## config.mk

```make
export PLATFORM = sky130hd
export DESIGN_NAME = debouncer
export DESIGN_NICKNAME = d
export VERILOG_FILES = /design/src/rtl/debounce_pkg.sv /design/src/rtl/debounce_channel.sv /design/src/rtl/debouncer.sv
export SDC_FILE = /design/constraint.sdc
export NUM_CORES = 1
export LEC_CHECK = 0
export CAP_MARGIN = 20
export CELL_PAD_IN_SITES_DETAIL_PLACEMENT = 0
export CELL_PAD_IN_SITES_GLOBAL_PLACEMENT = 1
export CORE_ASPECT_RATIO = 0.6
export CORE_MARGIN = 2
export CORE_UTILIZATION = 44
export CTS_CLUSTER_SIZE = 12
export DETAILED_ROUTE_END_ITERATION = 16
export GPL_TIMING_DRIVEN = 1
export PLACE_DENSITY = 0.8
export SKIP_CTS_REPAIR_TIMING = 1
export SYNTH_ARGS = -nofsm -noshare
export SYNTH_HDL_FRONTEND = slang
export SYNTH_SLANG_ARGS = --single-unit
```

## constraint.sdc

```tcl
create_clock -name clk -period 2 [get_ports clk]
set_input_delay 0.2 -clock clk [delete_from_list [all_inputs] [get_ports clk]]
set_output_delay 0.2 -clock clk [all_outputs]
set_load 0.1 [all_outputs]
```

## src/rtl/debounce_pkg.sv

```systemverilog
// rtl/debounce_pkg.sv - shared types and defaults for the debouncer
package debounce_pkg;

  typedef enum logic [1:0] {
    DB_LOW,
    DB_CHK_HIGH,
    DB_HIGH,
    DB_CHK_LOW
  } db_state_t;

  localparam int DB_DEFAULT_STABLE = 4;

endpackage

```

## src/rtl/debounce_channel.sv

```systemverilog
// rtl/debounce_channel.sv - single-bit debounce FSM with registered level and edge pulses
module debounce_channel
  import debounce_pkg::*;
#(
  parameter int STABLE_CYCLES = DB_DEFAULT_STABLE,
  parameter int CNT_W         = $clog2(STABLE_CYCLES)
) (
  input  logic clk,
  input  logic reset,
  input  logic sample_en,
  input  logic in_bit,
  output logic level,
  output logic rise,
  output logic fall
);

  localparam logic [CNT_W-1:0] CNT_LAST = CNT_W'(STABLE_CYCLES - 1);
  localparam logic [CNT_W-1:0] CNT_ONE  = CNT_W'(1);

  generate
    if (STABLE_CYCLES < 2) begin : g_bad_stable
      $error("debounce_channel: STABLE_CYCLES must be >= 2");
    end
  endgenerate

  db_state_t        r_state, w_state_nxt;
  logic [CNT_W-1:0] r_cnt, w_cnt_nxt;
  logic             r_level, w_level_nxt;
  logic             r_rise, w_rise_nxt;
  logic             r_fall, w_fall_nxt;

  always_ff @(posedge clk or posedge reset) begin
    if (reset) begin
      r_state <= DB_LOW;
      r_cnt   <= '0;
      r_level <= 1'b0;
      r_rise  <= 1'b0;
      r_fall  <= 1'b0;
    end else begin
      r_state <= w_state_nxt;
      r_cnt   <= w_cnt_nxt;
      r_level <= w_level_nxt;
      r_rise  <= w_rise_nxt;
      r_fall  <= w_fall_nxt;
    end
  end

  // Entering a CHK state counts the first differing sample, so commit happens at CNT_LAST.
  always_comb begin
    w_state_nxt = r_state;
    w_cnt_nxt   = r_cnt;
    w_level_nxt = r_level;
    w_rise_nxt  = 1'b0;
    w_fall_nxt  = 1'b0;
    if (sample_en) begin
      case (r_state)
        DB_LOW: begin
          if (in_bit) begin
            w_state_nxt = DB_CHK_HIGH;
            w_cnt_nxt   = CNT_ONE;
          end
        end
        DB_CHK_HIGH: begin
          if (!in_bit) begin
            w_state_nxt = DB_LOW;
            w_cnt_nxt   = '0;
          end else if (r_cnt == CNT_LAST) begin
            w_state_nxt = DB_HIGH;
            w_cnt_nxt   = '0;
            w_level_nxt = 1'b1;
            w_rise_nxt  = 1'b1;
          end else begin
            w_cnt_nxt = r_cnt + CNT_ONE;
          end
        end
        DB_HIGH: begin
          if (!in_bit) begin
            w_state_nxt = DB_CHK_LOW;
            w_cnt_nxt   = CNT_ONE;
          end
        end
        DB_CHK_LOW: begin
          if (in_bit) begin
            w_state_nxt = DB_HIGH;
            w_cnt_nxt   = '0;
          end else if (r_cnt == CNT_LAST) begin
            w_state_nxt = DB_LOW;
            w_cnt_nxt   = '0;
            w_level_nxt = 1'b0;
            w_fall_nxt  = 1'b1;
          end else begin
            w_cnt_nxt = r_cnt + CNT_ONE;
          end
        end
        default: begin
          w_state_nxt = DB_LOW;
          w_cnt_nxt   = '0;
        end
      endcase
    end
  end

  assign level = r_level;
  assign rise  = r_rise;
  assign fall  = r_fall;

endmodule

```

## src/rtl/debouncer.sv

```systemverilog
// rtl/debouncer.sv - N independent debounce channels sharing one sample strobe
module debouncer
  import debounce_pkg::*;
#(
  parameter int N             = 8,
  parameter int STABLE_CYCLES = DB_DEFAULT_STABLE
) (
  input  logic         clk,
  input  logic         reset,
  input  logic         sample_en,
  input  logic [N-1:0] in_sync,
  output logic [N-1:0] db_level,
  output logic [N-1:0] rise,
  output logic [N-1:0] fall
);

  localparam int CNT_W = $clog2(STABLE_CYCLES);

  for (genvar gi = 0; gi < N; gi++) begin : g_ch
    debounce_channel #(
      .STABLE_CYCLES(STABLE_CYCLES),
      .CNT_W        (CNT_W)
    ) u_ch (
      .clk      (clk),
      .reset    (reset),
      .sample_en(sample_en),
      .in_bit   (in_sync[gi]),
      .level    (db_level[gi]),
      .rise     (rise[gi]),
      .fall     (fall[gi])
    );
  end

endmodule

```

==> parameters.txt <==
Parameter                              Value

Synthesis
  Main synth FF type ... sky130_fd_sc_hd__dfrtp_1
  Net Count, Synth ... 285
  Post-synthesis average cell area ... 10.8 µm²
  Cell taking the most area after synthesis ... sky130_fd_sc_hd__dfrtp_1
  YS warnings ... 0
  Top area cells in the synthesized netlist ... sky130_fd_sc_hd__dfrtp_1, sky130_fd_sc_hd__buf_4, sky130_fd_sc_hd__ha_1, sky130_fd_sc_hd__mux2_2, sky130_fd_sc_hd__o21ai_0
  Count of distinct cell types in the synthesized netlist ... 29
  Number of enable-type register cells in the synthesized netlist ... 0
  Flop and latch count out of synthesis ... 56
  Share of the yosys chip area belonging to registers ... 50.0%
  Synthesized instance count ... 259
  Most frequently used cell type in the post-synthesis netlist ... sky130_fd_sc_hd__dfrtp_1
  Fraction of synthesis flops using an asynchronous set or reset pin ... 100%
  Area share of the largest cell type after synthesis ... 50.0%
  Most common library cells after synthesis ... sky130_fd_sc_hd__dfrtp_1, sky130_fd_sc_hd__buf_4, sky130_fd_sc_hd__o21ai_0
  Area of the mapped netlist ... about 0.0028 mm²

Layout
  Total number of nets in the final design ... just under 300
  Number of inserted filler cells in the final layout ... 581
  P&R area growth vs syn ... 9.86%
  Area occupied by registers ... approximately 0.0014 mm²
  Number of diodes added for antenna fixing ... 0
  Area used by multi-input combinational logic ... 0.00115 mm²
  Fraction of final layout cells with drive strength greater than 1 ... 18.4%

Die
  X dimension of the die ... between 100 and 150 µm
  Starting density of the core ... 45.7%
  Cell Rows ... 22
  Core Box Area ... 0.00614 mm²
  Die area ... 0.00705 mm²
  Count of pins on the block boundary ... 35
  Die outline height ... between 60 and 70 µm

Job
  Max Cap Violations ... 0

Global route
  Initial antenna violation count ... 0
  Total congestion overflow ... 0
  Wire length of the first global-routing pass ... 7810 µm
  Largest net degree at the start of global routing ... 57
  Vias in the first global route ... 1,728
  GRT Resource Usage Total ... 14.0%

STA
  Pin slew with the least headroom to its limit ... 299 ps
  Tightest slew margin relative to the limit ... 80.1%
  Share of the cycle needed by the critical path after routing ... 63.6%
  Unrepaired setup endpoints after global routing ... false
  Setup Skew ... 8.36 ps
  Max Clk Rate ... 0.786 GHz
  Final number of setup-violating endpoints ... 0
  Final number of max-transition violations ... 0
  Minimum period implied by the final worst setup slack ... 1270 ps
  Sum of negative setup slack ... 0 ps
  Number of endpoints with negative hold slack in the final report ... 0

Setup path
  Worst setup EP type ... flip-flop
  Top cell family by delay on the critical path ... flip-flops
  Startpoint type of the worst setup path ... flip-flop
  CP max-delay cell ... sky130_fd_sc_hd__dfrtp_1
  Peak fanout along the critical path ... 4
  Worst path buffer plus inverter count ... 0
  Worst Path Arrival ... 1460 ps
  Critical Path RT ... 2180 ps
  Critical path cell sequence ... ha_1 -> nand3_1 -> mux2_2
  Delay of the slowest cell on the worst path ... 420 ps
  Type of the worst setup path ... reg2reg

Power
  Cell area power density ... 1230 mW/mm²
  Largest vdd supply drop ... 0.659 mV
  Standby leakage power ... 1.42 nW
  Total chip power ... 3.78 mW

Detailed routing
  Vias post-DR ... 1,778
  Vias per Instance ... 4.99
  Met3 routed WL ... 166 µm
  Total wire length after detailed routing ... 4380 µm
  Met2 Wirelength ... 1870 µm
  Detailed Route Iter0 Violations ... 63
  Metal-1 WL ... approximately 2300 µm
  DR DRC count ... 0
  Routed wire per std cell ... 12.3 µm
  DR pass1 iterations ... 4
  Highest routing layer actually used ... met4
  Post-route ant nets ... 0

Placed design
  Quantity of I/O buffers inserted on ports ... 34
  Placed wire-length estimate after detailed placement ... 2920 µm
  Final Wtd Congestion ... 0.735

Status
  Result of the run ... finished, final reports clean

Hold path
  Worst hold-check path type ... in2async

CTS
  Total CTS buffers ... 5
  CTS max path bufs ... 2
  Post-CTS clock slew at the launch and capture registers of the worst setup and hold paths ... 100 ps
  Later-pin clock latency in the skew report ... 300 ps
  Deepest level of the CTS H-tree ... 2
  Root buf cell ... sky130_fd_sc_hd__clkbuf_8
  Number of sinks driven by the clock tree ... 56
  TritonCTS clock tree ... done
-- tightest hold or removal path, delay by kind of cell --
family,cells,cell delay (ps)
buffers and inverters,3,750
-- stage by stage --
stage               std cells  worst slack (ps)  util (%)  area, µm²  hold WS, ps
floorplan                 259               429         -       2800          270
global placement          348               517      48.7       2990          495
finish                    356               728      50.2       3080          253
detailed placement        348               477      48.7       2990          495
global route              356               657      50.2       3080          274
CTS                       356               723      50.2       3080          252
-- cells in the final DEF, fill, tap and decap left out, types with 3 or more instances in the layout --
| cell type | count |
|---|---|
| sky130_fd_sc_hd__mux2_2 | 12 |
| sky130_fd_sc_hd__inv_1 | 6 |
| sky130_fd_sc_hd__clkbuf_8 | 6 |
| sky130_fd_sc_hd__and3_1 | 3 |
| sky130_fd_sc_hd__nand2_1 | 18 |
| sky130_fd_sc_hd__clkdlybuf4s50_1 | 9 |
| sky130_fd_sc_hd__nor2b_1 | 3 |
| sky130_fd_sc_hd__a21oi_1 | 17 |
| sky130_fd_sc_hd__ha_1 | 15 |
| sky130_fd_sc_hd__xor2_1 | 7 |
| sky130_fd_sc_hd__buf_4 | 26 |
| sky130_fd_sc_hd__dfrtp_1 | 56 |
| sky130_fd_sc_hd__o21ai_0 | 22 |
| sky130_fd_sc_hd__nand4_1 | 3 |
| sky130_fd_sc_hd__nor2_1 | 4 |
| sky130_fd_sc_hd__nor3b_1 | 14 |
| sky130_fd_sc_hd__a22o_1 | 7 |
| sky130_fd_sc_hd__nand3_1 | 19 |
| sky130_fd_sc_hd__a41oi_1 | 5 |
| sky130_fd_sc_hd__xnor2_1 | 3 |
-- layer usage --
layer  vias up  track usage (%)
met1       838             19.6
met2        26             21.6
met3         2             3.94
met4         0             3.41
met5         -                0
li1        912                -
-- path summary, 6_finish.rpt --
kind	startpoint	cells after the start	to	slack, ps
worst max-delay path	g_ch[5].u_ch.r_cnt[0]	3	flip-flop	730
worst min-delay path	reset	3	g_ch[3].u_ch.r_state[0]	250
worst max register to register	g_ch[5].u_ch.r_cnt[0]	3	flip-flop	730
worst min register to register	g_ch[0].u_ch.r_cnt[0]	1	g_ch[0].u_ch.r_cnt[0]	510
max in group asynchronous	reset	3	g_ch[0].u_ch.fall	1490
min in group clk	sample_en	3	g_ch[5].u_ch.fall	270
-- power by group --
group          internal (mW)  switching, mW
clock                  0.283          0.336
combinational          0.560          0.726
sequential              1.46          0.415
-- layout make-up --
class / count / share of cell area (%)
Timing Repair Buffer: 37 / 10.1
Sequential cell: 56 / 45.5
Multi-Input combinational cell: 164 / 37.2
Clock buffer: 8 / 2.92
Tap cell: 84 / 3.41
Inverter: 7 / 0.853
-- logic make-up (layout without fill, tap and decap cells) --
| kind of cell | after synthesis | after routing | share of synthesized area [%] |
|---|---|---|---|
| xor+xnor | 11 | 11 | 3.70 |
| simple gates | 68 | 68 | 13.1 |
| fa+ha+maj | 15 | 15 | 6.69 |
| buf+inv | 39 | 52 | 9.10 |
| flops | 56 | 56 | 50.0 |
| compound gates | 58 | 58 | 12.6 |
| mux | 12 | 12 | 4.82 |
No activity file was read; power rests on OpenSTA's default activity.
